**src/rtl/gpio_debounce.sv**
```systemverilog
// gpio_debounce: conditions raw switch/button pads for the system GPI bus.
//   Each bit passes through a 2-flop synchroniser and a debounce filter
//   driven by one shared prescaler. A registered rise/fall pulse marks
//   every accepted change.
// Ports:
//   clk_sys_i  system clock
//   rst_sys_i  asynchronous active-high reset
//   gp_raw_i   [Width]  raw asynchronous pad inputs
//   gp_o       [Width]  debounced level
//   rise_o     [Width]  one-cycle pulse on 0->1 of gp_o
//   fall_o     [Width]  one-cycle pulse on 1->0 of gp_o
//   tick_o     prescaler tick, exported for visibility
module gpio_debounce #(
  parameter int               Width       = 8,
  parameter int               TickCycles  = 50000,
  parameter int               StableTicks = 10,
  parameter logic [Width-1:0] ResetValue  = '0,
  parameter bit               Bypass      = 1'b0
) (
  input  logic             clk_sys_i,
  input  logic             rst_sys_i,
  input  logic [Width-1:0] gp_raw_i,
  output logic [Width-1:0] gp_o,
  output logic [Width-1:0] rise_o,
  output logic [Width-1:0] fall_o,
  output logic             tick_o
);

  localparam int PW = (TickCycles > 1) ? $clog2(TickCycles) : 1;
  localparam int CW = $clog2(StableTicks + 1);
  localparam logic [PW-1:0] PreLast = PW'(TickCycles - 1);
  localparam logic [CW-1:0] CntLast = CW'(StableTicks - 1);

  logic [Width-1:0] r_sync_p0;
  logic [Width-1:0] r_sync_p1;
  logic [PW-1:0]    r_pre;
  logic [PW-1:0]    w_pre_nxt;
  logic             r_tick;
  logic [Width-1:0] r_gp;
  logic [Width-1:0] r_rise;
  logic [Width-1:0] r_fall;
  logic [CW-1:0]    r_cnt     [Width];
  logic [CW-1:0]    w_cnt_nxt [Width];
  logic [Width-1:0] w_gp_nxt;

  // ---- stage p0/p1: two-flop synchroniser, nothing else on these flops
  always_ff @(posedge clk_sys_i or posedge rst_sys_i) begin
    if (rst_sys_i) begin
      r_sync_p0 <= ResetValue;
      r_sync_p1 <= ResetValue;
    end else begin
      r_sync_p0 <= gp_raw_i;
      r_sync_p1 <= r_sync_p0;
    end
  end

  // ---- prescaler: tick is registered off the next count so that it is
  // high exactly while the count sits at TickCycles-1 and low in reset
  always_comb begin
    w_pre_nxt = (r_pre == PreLast) ? '0 : r_pre + PW'(1);
  end

  always_ff @(posedge clk_sys_i or posedge rst_sys_i) begin
    if (rst_sys_i) begin
      r_pre  <= '0;
      r_tick <= 1'b0;
    end else begin
      r_pre  <= w_pre_nxt;
      r_tick <= (w_pre_nxt == PreLast);
    end
  end

  // ---- filter decision: a matching input clears its count at once, so a
  // bounce back to the old level restarts the window from zero
  always_comb begin
    w_gp_nxt = r_gp;
    for (int i = 0; i < Width; i++) begin
      w_cnt_nxt[i] = r_cnt[i];
      if (Bypass) begin
        w_gp_nxt[i]  = r_sync_p1[i];
        w_cnt_nxt[i] = '0;
      end else if (r_sync_p1[i] == r_gp[i]) begin
        w_cnt_nxt[i] = '0;
      end else if (r_tick && (r_cnt[i] == CntLast)) begin
        w_gp_nxt[i]  = r_sync_p1[i];
        w_cnt_nxt[i] = '0;
      end else if (r_tick) begin
        w_cnt_nxt[i] = r_cnt[i] + CW'(1);
      end
    end
  end

  // ---- stage p2: debounced level and edge pulses, pulses computed from
  // the next level so they coincide with the first cycle of the new value
  always_ff @(posedge clk_sys_i or posedge rst_sys_i) begin
    if (rst_sys_i) begin
      r_gp   <= ResetValue;
      r_rise <= '0;
      r_fall <= '0;
      for (int i = 0; i < Width; i++) r_cnt[i] <= '0;
    end else begin
      r_gp   <= w_gp_nxt;
      r_rise <= w_gp_nxt & ~r_gp;
      r_fall <= ~w_gp_nxt & r_gp;
      for (int i = 0; i < Width; i++) r_cnt[i] <= w_cnt_nxt[i];
    end
  end

  assign gp_o   = r_gp;
  assign rise_o = r_rise;
  assign fall_o = r_fall;
  assign tick_o = r_tick;

endmodule

```
**config.mk**
```make
export PLATFORM = sky130hd
export DESIGN_NAME = gpio_debounce
export DESIGN_NICKNAME = d
export VERILOG_FILES = /design/src/rtl/gpio_debounce.sv
export SDC_FILE = /design/constraint.sdc
export NUM_CORES = 1
export LEC_CHECK = 0
export ABC_AREA = 1
export BUFFER_PORTS_ARGS = -buffer_cell sky130_fd_sc_hd__buf_2
export CAP_MARGIN = 20
export CORE_ASPECT_RATIO = 1.1
export CORE_MARGIN = 4
export CORE_UTILIZATION = 30
export CTS_CLUSTER_SIZE = 8
export DETAILED_ROUTE_END_ITERATION = 7
export SYNTH_ARGS = -nofsm -noshare
export SYNTH_HDL_FRONTEND = slang
export SYNTH_SLANG_ARGS = --single-unit
export TNS_END_PERCENT = 5
```
**constraint.sdc**
```tcl
create_clock -name clk_sys_i -period 2.9 [get_ports clk_sys_i]
set_input_delay 0.145 -clock clk_sys_i [delete_from_list [all_inputs] [get_ports clk_sys_i]]
set_output_delay 0.145 -clock clk_sys_i [all_outputs]
set_load 0.005 [all_outputs]
```
### After elaboration in Yosys (flattened, before gate mapping)

Cells that the tools add are included.

| storage, ports and cells | value |
|---|---|
| bits of input ports | 10 |
| word-level logic and storage cells | 103 |
| flip-flop bits (word level) | 89 |
| output and inout bits | 25 |

| operators by class | value |
|---|---|
| multiplexer cells | 41 |
| $add $sub $neg | 9 |
| equality and inequality tests | 18 |
| bitwise logic cells | 4 |
| reductions and logical operators | 16 |

Operators with widths:

| operator | count |
|---|---|
| 4-bit 2-to-1 mux | 24 |
| 4-bit by 1-bit adder with 4-bit output, second input constant | 8 |
| 16-bit == test, second input constant | 2 |
| 4-bit == test, second input constant | 8 |
| 3-bit nonzero test | 8 |
| 16-bit by 1-bit adder with 16-bit output, second input constant | 1 |
| 8-bit bitwise AND | 2 |
| 1-bit 2-to-1 mux | 16 |
| 16-bit 2-to-1 mux | 1 |
| 8-bit inverter | 2 |
| 1-bit == test | 8 |
| 1-bit logical AND | 8 |

### Longest topological paths before layout

Gate-level depths: netlist (run 1).

| depth | value |
|---|---|
| word-level depth | 6 |
| gate-level depth with buffers | 11 |
| gate-level depth less buffers | 11 |

### Least setup slack after synthesis (run 1)

OpenSTA, ideal clock, no wires.

| timing | value |
|---|---|
| path type | flip-flop to flip-flop |
| start | register r_pre[0] |
| end | register r_tick (netlist: tick_o) |
| clock period less this slack | 1.464 ns |
| path buffers | 0 |
| cell stages (with the launch flop) | 11 |
| required time | 2.831 ns |
| path slack | 1.436 ns |
| library setup time | 0.069 ns |
| data arrival time | 1.395 ns |
| cell sequence | dfrtp_1 > ha_1 > nand2_1 > inv_1 > nor3_1 > nand2_2 > nor2_4 > nand3_2 > nor2_1 > nand2_1 > nor2_2 |

| on the way | value |
|---|---|
| cells in the longest elaborated chain, start to end | 3 |
| elaborated cells between the ends (all ways) | 4 |
| classes of those cells | add/sub (1); eq/ne (2); mux (1) |

RTL lines:

| item | RTL line | source |
|---|---|---|
| start: declaration | 36 | `logic [PW-1:0] r_pre;` |
| start signal: assignment | 68 | `r_pre <= w_pre_nxt;` |
| 16-bit by 1-bit adder with 16-bit output or 16-bit == test (tied branches) | 60 | `w_pre_nxt = (r_pre == PreLast) ? '0 : r_pre + PW'(1);` |
| 16-bit 2-to-1 mux * | 60 |  |
| 16-bit == test * | 69 | `r_tick <= (w_pre_nxt == PreLast);` |
| end signal: assignment | 69 |  |
| end: declaration | 38 | `logic r_tick;` |

Mark *: on every way between the ends. The rest lies on a longest branch, timed or not.
A chain may end at the register's enable or synchronous reset.

### Worst setup path after layout (run 1)

| timing | value |
|---|---|
| start | register r_tick (netlist: tick_o) |
| end | register r_cnt[4] (netlist name) |

| on the way | value |
|---|---|
| cells in the longest elaborated chain, start to end | 3 |
| elaborated cells between the ends (all ways) | 4 |
| classes of those cells | mux (2); reduce/logical (2) |

RTL lines:

| item | RTL line | source |
|---|---|---|
| 1-bit logical AND | 84 | `end else if (r_tick && (r_cnt[i] == CntLast)) begin` |
| 4-bit 2-to-1 mux | 84 |  |
| 4-bit 2-to-1 mux | 82 | `end else if (r_sync_p1[i] == r_gp[i]) begin` |
| end: declaration | 42 | `logic [CW-1:0] r_cnt [Width];` |

Several ways; a longest one is shown, not always the timed one.

==> PnR_summary.wiki, run 1 <==
{| class="wikitable"
! Metric !! Value
|-
| Result of the run || finished with violations
|-
| Violations in the final reports || negative hold slack
|-
| Number of nets at the end of the flow || 504
|-
| Achievable frequency || 0.554 GHz
|-
| Most instantiated library cell after synthesis || sky130_fd_sc_hd__dfrtp_1
|-
| Deepest level of the CTS H-tree || 3
|-
| Share of synthesized cell area in and, or, nand and nor gates || 22.4%
|-
| Sort of element at the end of the critical path || flip-flop
|-
| Area of the mapped netlist || 4010 µm²
|-
| Synth top area share || 55.6%
|-
| Die height || 129 µm
|-
| DPL Wire Length || 5410 µm
|-
| Proportion of register bits with asynchronous set or reset after synthesis || 100%
|-
| Share of layout cells above drive strength 1 || 16.2%
|-
| Final worst path period need || 1810 ps
|-
| Last weighted congestion value of the routability-driven placer || 0.802
|-
| Length in cells of the worst reg-to-reg path || 8
|-
| Number of antenna violations at the first check in global routing || 0
|-
| Maximum clock skew at final layout || 8.77 ps
|-
| Flops & latches, synth || 89
|-
| Worst slew margin || between 30% and 40%
|-
| Die outline area || around 15,000 µm²
|-
| Horiz. Die Dim || between 100 and 150 µm
|-
| DRC violation total after the first TritonRoute iteration || 138
|-
| Unrepaired setup endpoints after global routing || no
|-
| Top delay family on crit path || buffers and inverters
|-
| Post-route setup TNS || 0 ps
|-
| Critical Path Max Stage Delay || ~520 ps
|-
| Dominant combinational cell family by area after synthesis || simple AND/OR/NAND/NOR gates
|-
| Max Root-Sink Buffers || 2
|-
| Multiplexer share of the synthesized area || 0%
|-
| Number of library cell types mapped by synthesis || 24
|-
| Static leakage power || 2.30 nW
|-
| Final hold violation count || 50
|-
| Sum of overflow across all layers after global routing || 0
|-
| Top cell types by occurrence after synthesis || sky130_fd_sc_hd__dfrtp_1, sky130_fd_sc_hd__nand2_1, sky130_fd_sc_hd__inv_1
|-
| EDFF count, synth || 0
|-
| Critical path buffer and inverter count || 3
|-
| Quantity of I/O buffers inserted on ports || 34
|-
| Setup fix buffers added after clock tree synthesis || 0
|-
| Sequential share of the synthesized area || between 50% and 60%
|-
| Post-synthesis instance total || 426
|-
| Power per Cell Area || 512 nW/µm²
|-
| Routed WL per cell || 11.8 µm
|-
| Total number of vias || 2,983
|-
| Clock sink count || 89
|-
| Total detailed-routing wirelength || 7610 µm
|-
| Area added between synthesis and finish || 18.8%
|-
| Worst reg2reg path startpoint || tick_o
|-
| Clock tree from TritonCTS || done
|-
| Core Box Area || 13,200 µm²
|-
| Post-cts hold buffer count || 8
|-
| Final max-slew violation count || 0
|-
| Smallest hold slack || -47.5 ps
|-
| Final worst-path setup slack || between 1000 and 1500 ps
|-
| Cell Rows || 44
|-
| Data arrival at the endpoint of the critical path || 2050 ps
|-
| Number of filler cells placed in the layout || 1,303
|-
| Pin count of the biggest net entering global routing || 52
|-
| Number of instances resized during post-cts repair || 0
|-
| Number of I/O pins || 35
|-
| Post-synth top flop || sky130_fd_sc_hd__dfrtp_1
|-
| Clock insertion delay at the later pin of the skew report || between 300 and 400 ps
|-
| Vias in the first global route || about 3k
|-
| Data required time of the worst path || 3150 ps
|-
| CTS Root Cell || sky130_fd_sc_hd__clkbuf_16
|-
| Post-synthesis xor/xnor area fraction || under 10%
|-
| 1st-pass router iterations || 4
|-
| Ordered list of cells on the worst path || buf_4 -> inv_1 -> nor2_1 -> nand3_1 -> nand3_1 -> inv_1 -> nand2_1 -> o21ai_0
|-
| Max-cap check violation count || 0
|-
| Inserted Diodes || 0
|-
| GRT Resource Usage Total || about a tenth
|-
| Slew @ Worst Pin || about 900 ps
|-
| Endpoint of the lowest-slack register-to-register path || r_cnt[4]
|-
| Cell type of the slowest stage on the worst timing path || sky130_fd_sc_hd__inv_1
|-
| Leading area contributor after synthesis || sky130_fd_sc_hd__dfrtp_1
|-
| First-pass GRT wire length || 13,500 µm
|-
| Top cells by area, synth || sky130_fd_sc_hd__dfrtp_1, sky130_fd_sc_hd__nand2_1, sky130_fd_sc_hd__nand3_1, sky130_fd_sc_hd__ha_1, sky130_fd_sc_hd__inv_1
|-
| Adder-cell share of the synthesized area || 5.31%
|-
| Via density || 4.64
|-
| Yosys warning total || 0
|-
| Path category of the worst min-delay check || primary input to async pin
|-
| Antenna Nets Post-Route || 0
|-
| TritonCTS Buffers || 9
|-
| Syn Nets || 453
|-
| Number of setup violations in the final report || 0
|-
| Synth Area in Compound Gates || between 6 and 7%
|-
| Number of design rule violations left after detail routing || 0
|-
| Peak supply drop || just over 0.2 mV
|-
| Pre-CTS setup slack || ~1100 ps
|-
| Starting Density || 30.5%
|-
| Period utilization || 62.3%
|-
| Kind of critical path || flip-flop to flip-flop
|-
| Maximum fanout along the worst path || 22
|-
| Worst reg2reg setup slack || 1090 ps
|-
| Startpoint kind of the worst setup timing path || flip-flop
|-
| Clock-pin slew reported for the worst setup and hold paths after clock tree synthesis || 70 ps
|-
| Mapped Avg Cell Area || ~9.4 µm²
|}
## final cells by class
type / count / area (µm²) / area share [%]
clock buffers: 10 / 239 / 5.02
clock inverters: 6 / 50.0 / 1.05
inverters: 58 / 219 / 4.60
multi-input cells: 275 / 1550 / 32.5
flip-flops and latches: 89 / 2230 / 46.8
well taps: 161 / 201 / 4.23
repair buffers: 44 / 278 / 5.84
## power breakdown
part / internal, mW / switching (mW)
sequential: 1.25 / 0.00441
combinational: 0.0210 / 0.0420
clock: 0.616 / 0.500
total: 1.89 / 0.546
## kinds of logic (layout without fill, tap and decap cells)
| logic type | after synthesis | after routing |
|---|---|---|
| simple gates | 191 | 191 |
| flops | 89 | 89 |
| buf+inv | 62 | 118 |
| compound gates | 47 | 47 |
| xor+xnor | 20 | 20 |
| fa+ha+maj | 17 | 17 |
## layer usage
| layer | GRT usage [%] | wire length [µm] |
|---|---|---|
| met1 | 12.8 | 3500 |
| met2 | 18.6 | 3760 |
| met3 | 2.62 | 209 |
| met4 | 4.48 | 138 |
| met5 | 0 | 0 |
## stage by stage
step / power, mW / instance area (µm²) / std cells / hold slack, ps / utilization, %
final: 2.44 / 4760 / 643 / -47.5 / 36.2
after global routing: 2.53 / 4760 / 643 / 34.9 / 36.2
after CTS: 2.47 / 4760 / 643 / 4.83 / 36.2
after detailed placement: 1.34 / 4390 / 619 / 254 / 33.4
after global placement: 1.34 / 4390 / 619 / 252 / 33.4
after floorplan: 1.32 / 4010 / 426 / 176 / -
## layout by cell type, fill, tap and decap left out, types with 2 or more instances in the layout
cell                             n
sky130_fd_sc_hd__nand2_2         8
sky130_fd_sc_hd__a21oi_1         3
sky130_fd_sc_hd__nand2_1        70
sky130_fd_sc_hd__inv_6           2
sky130_fd_sc_hd__clkinv_2        2
sky130_fd_sc_hd__o22ai_1        15
sky130_fd_sc_hd__clkinv_1        2
sky130_fd_sc_hd__ha_1           17
sky130_fd_sc_hd__buf_2          34
sky130_fd_sc_hd__o21bai_1        3
sky130_fd_sc_hd__o21ai_0        25
sky130_fd_sc_hd__nor2_2          5
sky130_fd_sc_hd__dfrtp_1        89
sky130_fd_sc_hd__inv_1          53
sky130_fd_sc_hd__clkbuf_16       9
sky130_fd_sc_hd__nor3_1          6
sky130_fd_sc_hd__nand3_1        43
sky130_fd_sc_hd__inv_2           2
sky130_fd_sc_hd__dlygate4sd3_1   8
sky130_fd_sc_hd__nand3_2         2
sky130_fd_sc_hd__nor2_4          4
sky130_fd_sc_hd__xor2_1         10
sky130_fd_sc_hd__nor2_1         36
sky130_fd_sc_hd__xnor2_1        10
sky130_fd_sc_hd__or2_2           4
sky130_fd_sc_hd__nand4_1        13
## state kept, by name, summed over array words and instances (netlist names)
signal	cells
r_pre	16
r_sync_p1	8
r_cnt	32
tick_o	1
r_sync_p0	8
gp_o	8
rise_o	8
fall_o	8
## worst max-delay path by stage
stage	from	end	cells past startpoint
2_1_floorplan	rst_sys_i	fall_o[0]	1
3_3_place_gp	tick_o	r_cnt[7]	8
3_5_place_dp	tick_o	r_cnt[4]	8
4_1_cts	tick_o	r_cnt[4]	8
5_1_grt	tick_o	r_cnt[4]	8
6_report	tick_o	r_cnt[4]	8
(Power assumes the default switching activity.)
==> inputs of run 2 (changes only) <==
- ABC_AREA: 1 -> 0
- clock period: 2.9 -> 1.9 ns (I/O delays scaled with it)
==> run 2 against run 1 <==
  * The run now ends clean
  * Power rose by 60%
  * Cell area fell by 1.4%
  * Setup slack worse by 940 ps
  * Final cell count is 14% lower
  * Synthesized cell count down 20%
  * Non-clock buffer count increased by 4
  * Critical endpoint is now tick_o
==> PnR_summary.wiki, run 2 <==
{| class="wikitable"
! Metric !! Value
|-
| Result of the run || completed
|-
| Endpoint of the lowest-slack register-to-register path || tick_o
|-
| EDFF count, synth || 0
|-
| Most instantiated library cell after synthesis || sky130_fd_sc_hd__dfrtp_1
|-
| Quantity of I/O buffers inserted on ports || 34
|-
| Data arrival at the endpoint of the critical path || 1990 ps
|-
| Sequential share of the synthesized area || about 57%
|-
| Pin count of the biggest net entering global routing || 77
|-
| Number of setup violations in the final report || 0
|-
| Data required time of the worst path || 2140 ps
|-
| Most common library cell in the layout ignoring fill and taps || sky130_fd_sc_hd__dfrtp_1
|-
| # placed instances || 529
|-
| Post-route insts no fill || 554
|-
| Period utilization || 91.7%
|-
| Top cell types by occurrence after synthesis || sky130_fd_sc_hd__dfrtp_1, sky130_fd_sc_hd__nand2_1, sky130_fd_sc_hd__o21ai_0
|-
| Via density || 4.75
|-
| Area of the mapped netlist || 3890 µm²
|-
| Number of flip-flops under the largest register name || 32
|-
| Total number of vias || 2,633
|-
| Worst slew margin || between 60% and 70%
|-
| Syn Nets || 366
|-
| DPL Wire Length || 4780 µm
|-
| Deepest level of the CTS H-tree || 3
|-
| Last weighted congestion value of the routability-driven placer || 0.806
|-
| Maximum fanout along the worst path || 5
|-
| Length in cells of the worst reg-to-reg path || 6
|-
| Inserted Diodes || 0
|-
| Synth top area share || 57.3%
|-
| CTS Root Cell || sky130_fd_sc_hd__clkbuf_16
|-
| Sort of element at the end of the critical path || flip-flop
|-
| 1st-pass router iterations || 4
|-
| Power per Cell Area || a little over 800 nW/µm²
|-
| Unrepaired setup endpoints after global routing || no
|-
| Number of library cell types mapped by synthesis || 38
|-
| Post-synthesis instance total || between 300 and 400
|-
| Largest register by flop count || r_cnt
|-
| Number of antenna violations at the first check in global routing || 0
|-
| Clock-pin slew reported for the worst setup and hold paths after clock tree synthesis || about 60 ps
|-
| Pre-CTS setup slack || roughly 140 ps
|-
| Horiz. Die Dim || 117 µm
|-
| Setup fix buffers added after clock tree synthesis || 0
|-
| Sum of overflow across all layers after global routing || 0
|-
| Static leakage power || ~2.1 nW
|-
| Die outline area || 14,800 µm²
|-
| Share of layout cells above drive strength 1 || between 10% and 20%
|-
| Clock tree from TritonCTS || done
|-
| Final worst path period need || 1740 ps
|-
| Total detailed-routing wirelength || 7020 µm
|-
| Proportion of register bits with asynchronous set or reset after synthesis || 100%
|-
| Starting Density || approximately 30%
|-
| GRT Resource Usage Total || 10.7%
|-
| Post-route setup TNS || 0 ps
|-
| Biggest regs || r_cnt (32), r_pre (16)
|-
| Routed WL per cell || 12.7 µm
|-
| Core Box Area || 12,600 µm²
|-
| Achievable frequency || about 0.57 GHz
|-
| Flops & latches, synth || 89
|-
| Worst reg2reg path startpoint || r_pre[0]
|-
| Startpoint kind of the worst setup timing path || flip-flop
|-
| Post-synth top flop || sky130_fd_sc_hd__dfrtp_1
|-
| Number of design rule violations left after detail routing || 0
|-
| TritonCTS Buffers || 9
|-
| Kind of critical path || flip-flop to flip-flop
|-
| First-pass GRT wire length || 12,500 µm
|-
| Worst reg2reg setup slack || 160 ps
|-
| Most frequent cells in the layout || sky130_fd_sc_hd__dfrtp_1, sky130_fd_sc_hd__buf_2, sky130_fd_sc_hd__nand2_1
|-
| Top cells by area, synth || sky130_fd_sc_hd__dfrtp_1, sky130_fd_sc_hd__ha_1, sky130_fd_sc_hd__o21ai_0, sky130_fd_sc_hd__xor2_1, sky130_fd_sc_hd__nor3b_1
|-
| Area added between synthesis and finish || 20.7%
|-
| Mapped Avg Cell Area || ~11 µm²
|-
| Yosys warning total || 0
|-
| Leading area contributor after synthesis || sky130_fd_sc_hd__dfrtp_1
|-
| Final max-slew violation count || 0
|-
| Number of I/O pins || 35
|-
| Max-cap check violation count || 0
|-
| Antenna Nets Post-Route || 0
|-
| Max Root-Sink Buffers || 2
|-
| Final hold violation count || 0
|-
| Clock sink count || 89
|-
| Final worst-path setup slack || 158 ps
|-
| DRC violation total after the first TritonRoute iteration || 106
|-
| Clock insertion delay at the later pin of the skew report || 340 ps
|-
| Die height || 127 µm
|-
| Vias in the first global route || 2,726
|-
| Path category of the worst min-delay check || primary input to async pin
|-
| Number of nets at the end of the flow || 419
|-
| Peak supply drop || between 0.4 and 0.5 mV
|-
| Cell Rows || 43
|-
| Slew @ Worst Pin || between 500 and 600 ps
|-
| Maximum clock skew at final layout || 5.73 ps
|}
[run 2: where the power goes]
group          total, mW  internal [mW]  switching (mW)
sequential          1.92           1.91          0.0112
combinational     0.0875         0.0331          0.0544
clock               1.89           1.16           0.731
total               3.90           3.10           0.796
[run 2: cell families (layout without fill, tap and decap cells)]
group,after synthesis,count (layout),share of synthesized area [%]
compound gates,50,50,7.69
xor+xnor,24,24,5.41
fa+ha+maj,17,17,5.47
buf+inv,24,82,2.48
flops,89,89,57.3
mux,9,9,2.58
simple gates,126,126,19.1
[run 2: worst max-delay path by stage]
| stage | from | endpoint | slack, ps | cells past startpoint |
|---|---|---|---|---|
| final | r_pre[0] | tick_o | 160 | 6 |
| after global routing | r_pre[0] | tick_o | 10 | 6 |
| after CTS | tick_o | r_cnt[10] | 130 | 4 |
| after detailed placement | tick_o | r_cnt[31] | 140 | 6 |
| after global placement | r_pre[0] | tick_o | 180 | 6 |
| after floorplan | r_pre[0] | tick_o | 190 | 6 |
[run 2: per-stage QoR]
step / instance area, µm² / utilization (%) / hold slack (ps) / total power, mW
floorplan: 3890 / - / 126 / 2.00
finish: 4690 / 37.1 / 269 / 3.90
global route: 4690 / 37.1 / 314 / 4.06
CTS: 4690 / 37.1 / 270 / 3.97
global placement: 4280 / 33.8 / 83.8 / 2.03
detailed placement: 4280 / 33.8 / 90.0 / 2.04
[run 2: layer usage]
layer	global-route usage, %	wire [µm]	part of all wire, %
met1	13.1	3160	45
met2	17.2	3430	49
met3	3.41	282	4.0
met4	4.37	148	2.1
met5	0	0	0
[run 2: repair_timing]
action	in CTS	in global routing
hold buffers	9	0
setup endpoints to repair	0	3
resized for setup	0	2
hold endpoints to repair	21	0
[run 2: worst max-delay path: stages (launching register included)]
cell	delay (ps)
sky130_fd_sc_hd__dfrtp_1	420
sky130_fd_sc_hd__ha_1	250
sky130_fd_sc_hd__nand3_2	120
sky130_fd_sc_hd__nor3_2	70
sky130_fd_sc_hd__or3_1	300
sky130_fd_sc_hd__a211o_1	300
sky130_fd_sc_hd__nor4_2	190
[run 2: cell type report]
class                      instances  area (µm²)
timing repair buffer              48         310
tap                              157         196
clock buffer                      10         229
sequential                        89        2230
multi-input combinational        226        1560
inverter                          18        71.3
clock inverter                     6        92.6
fill                            1207        7950
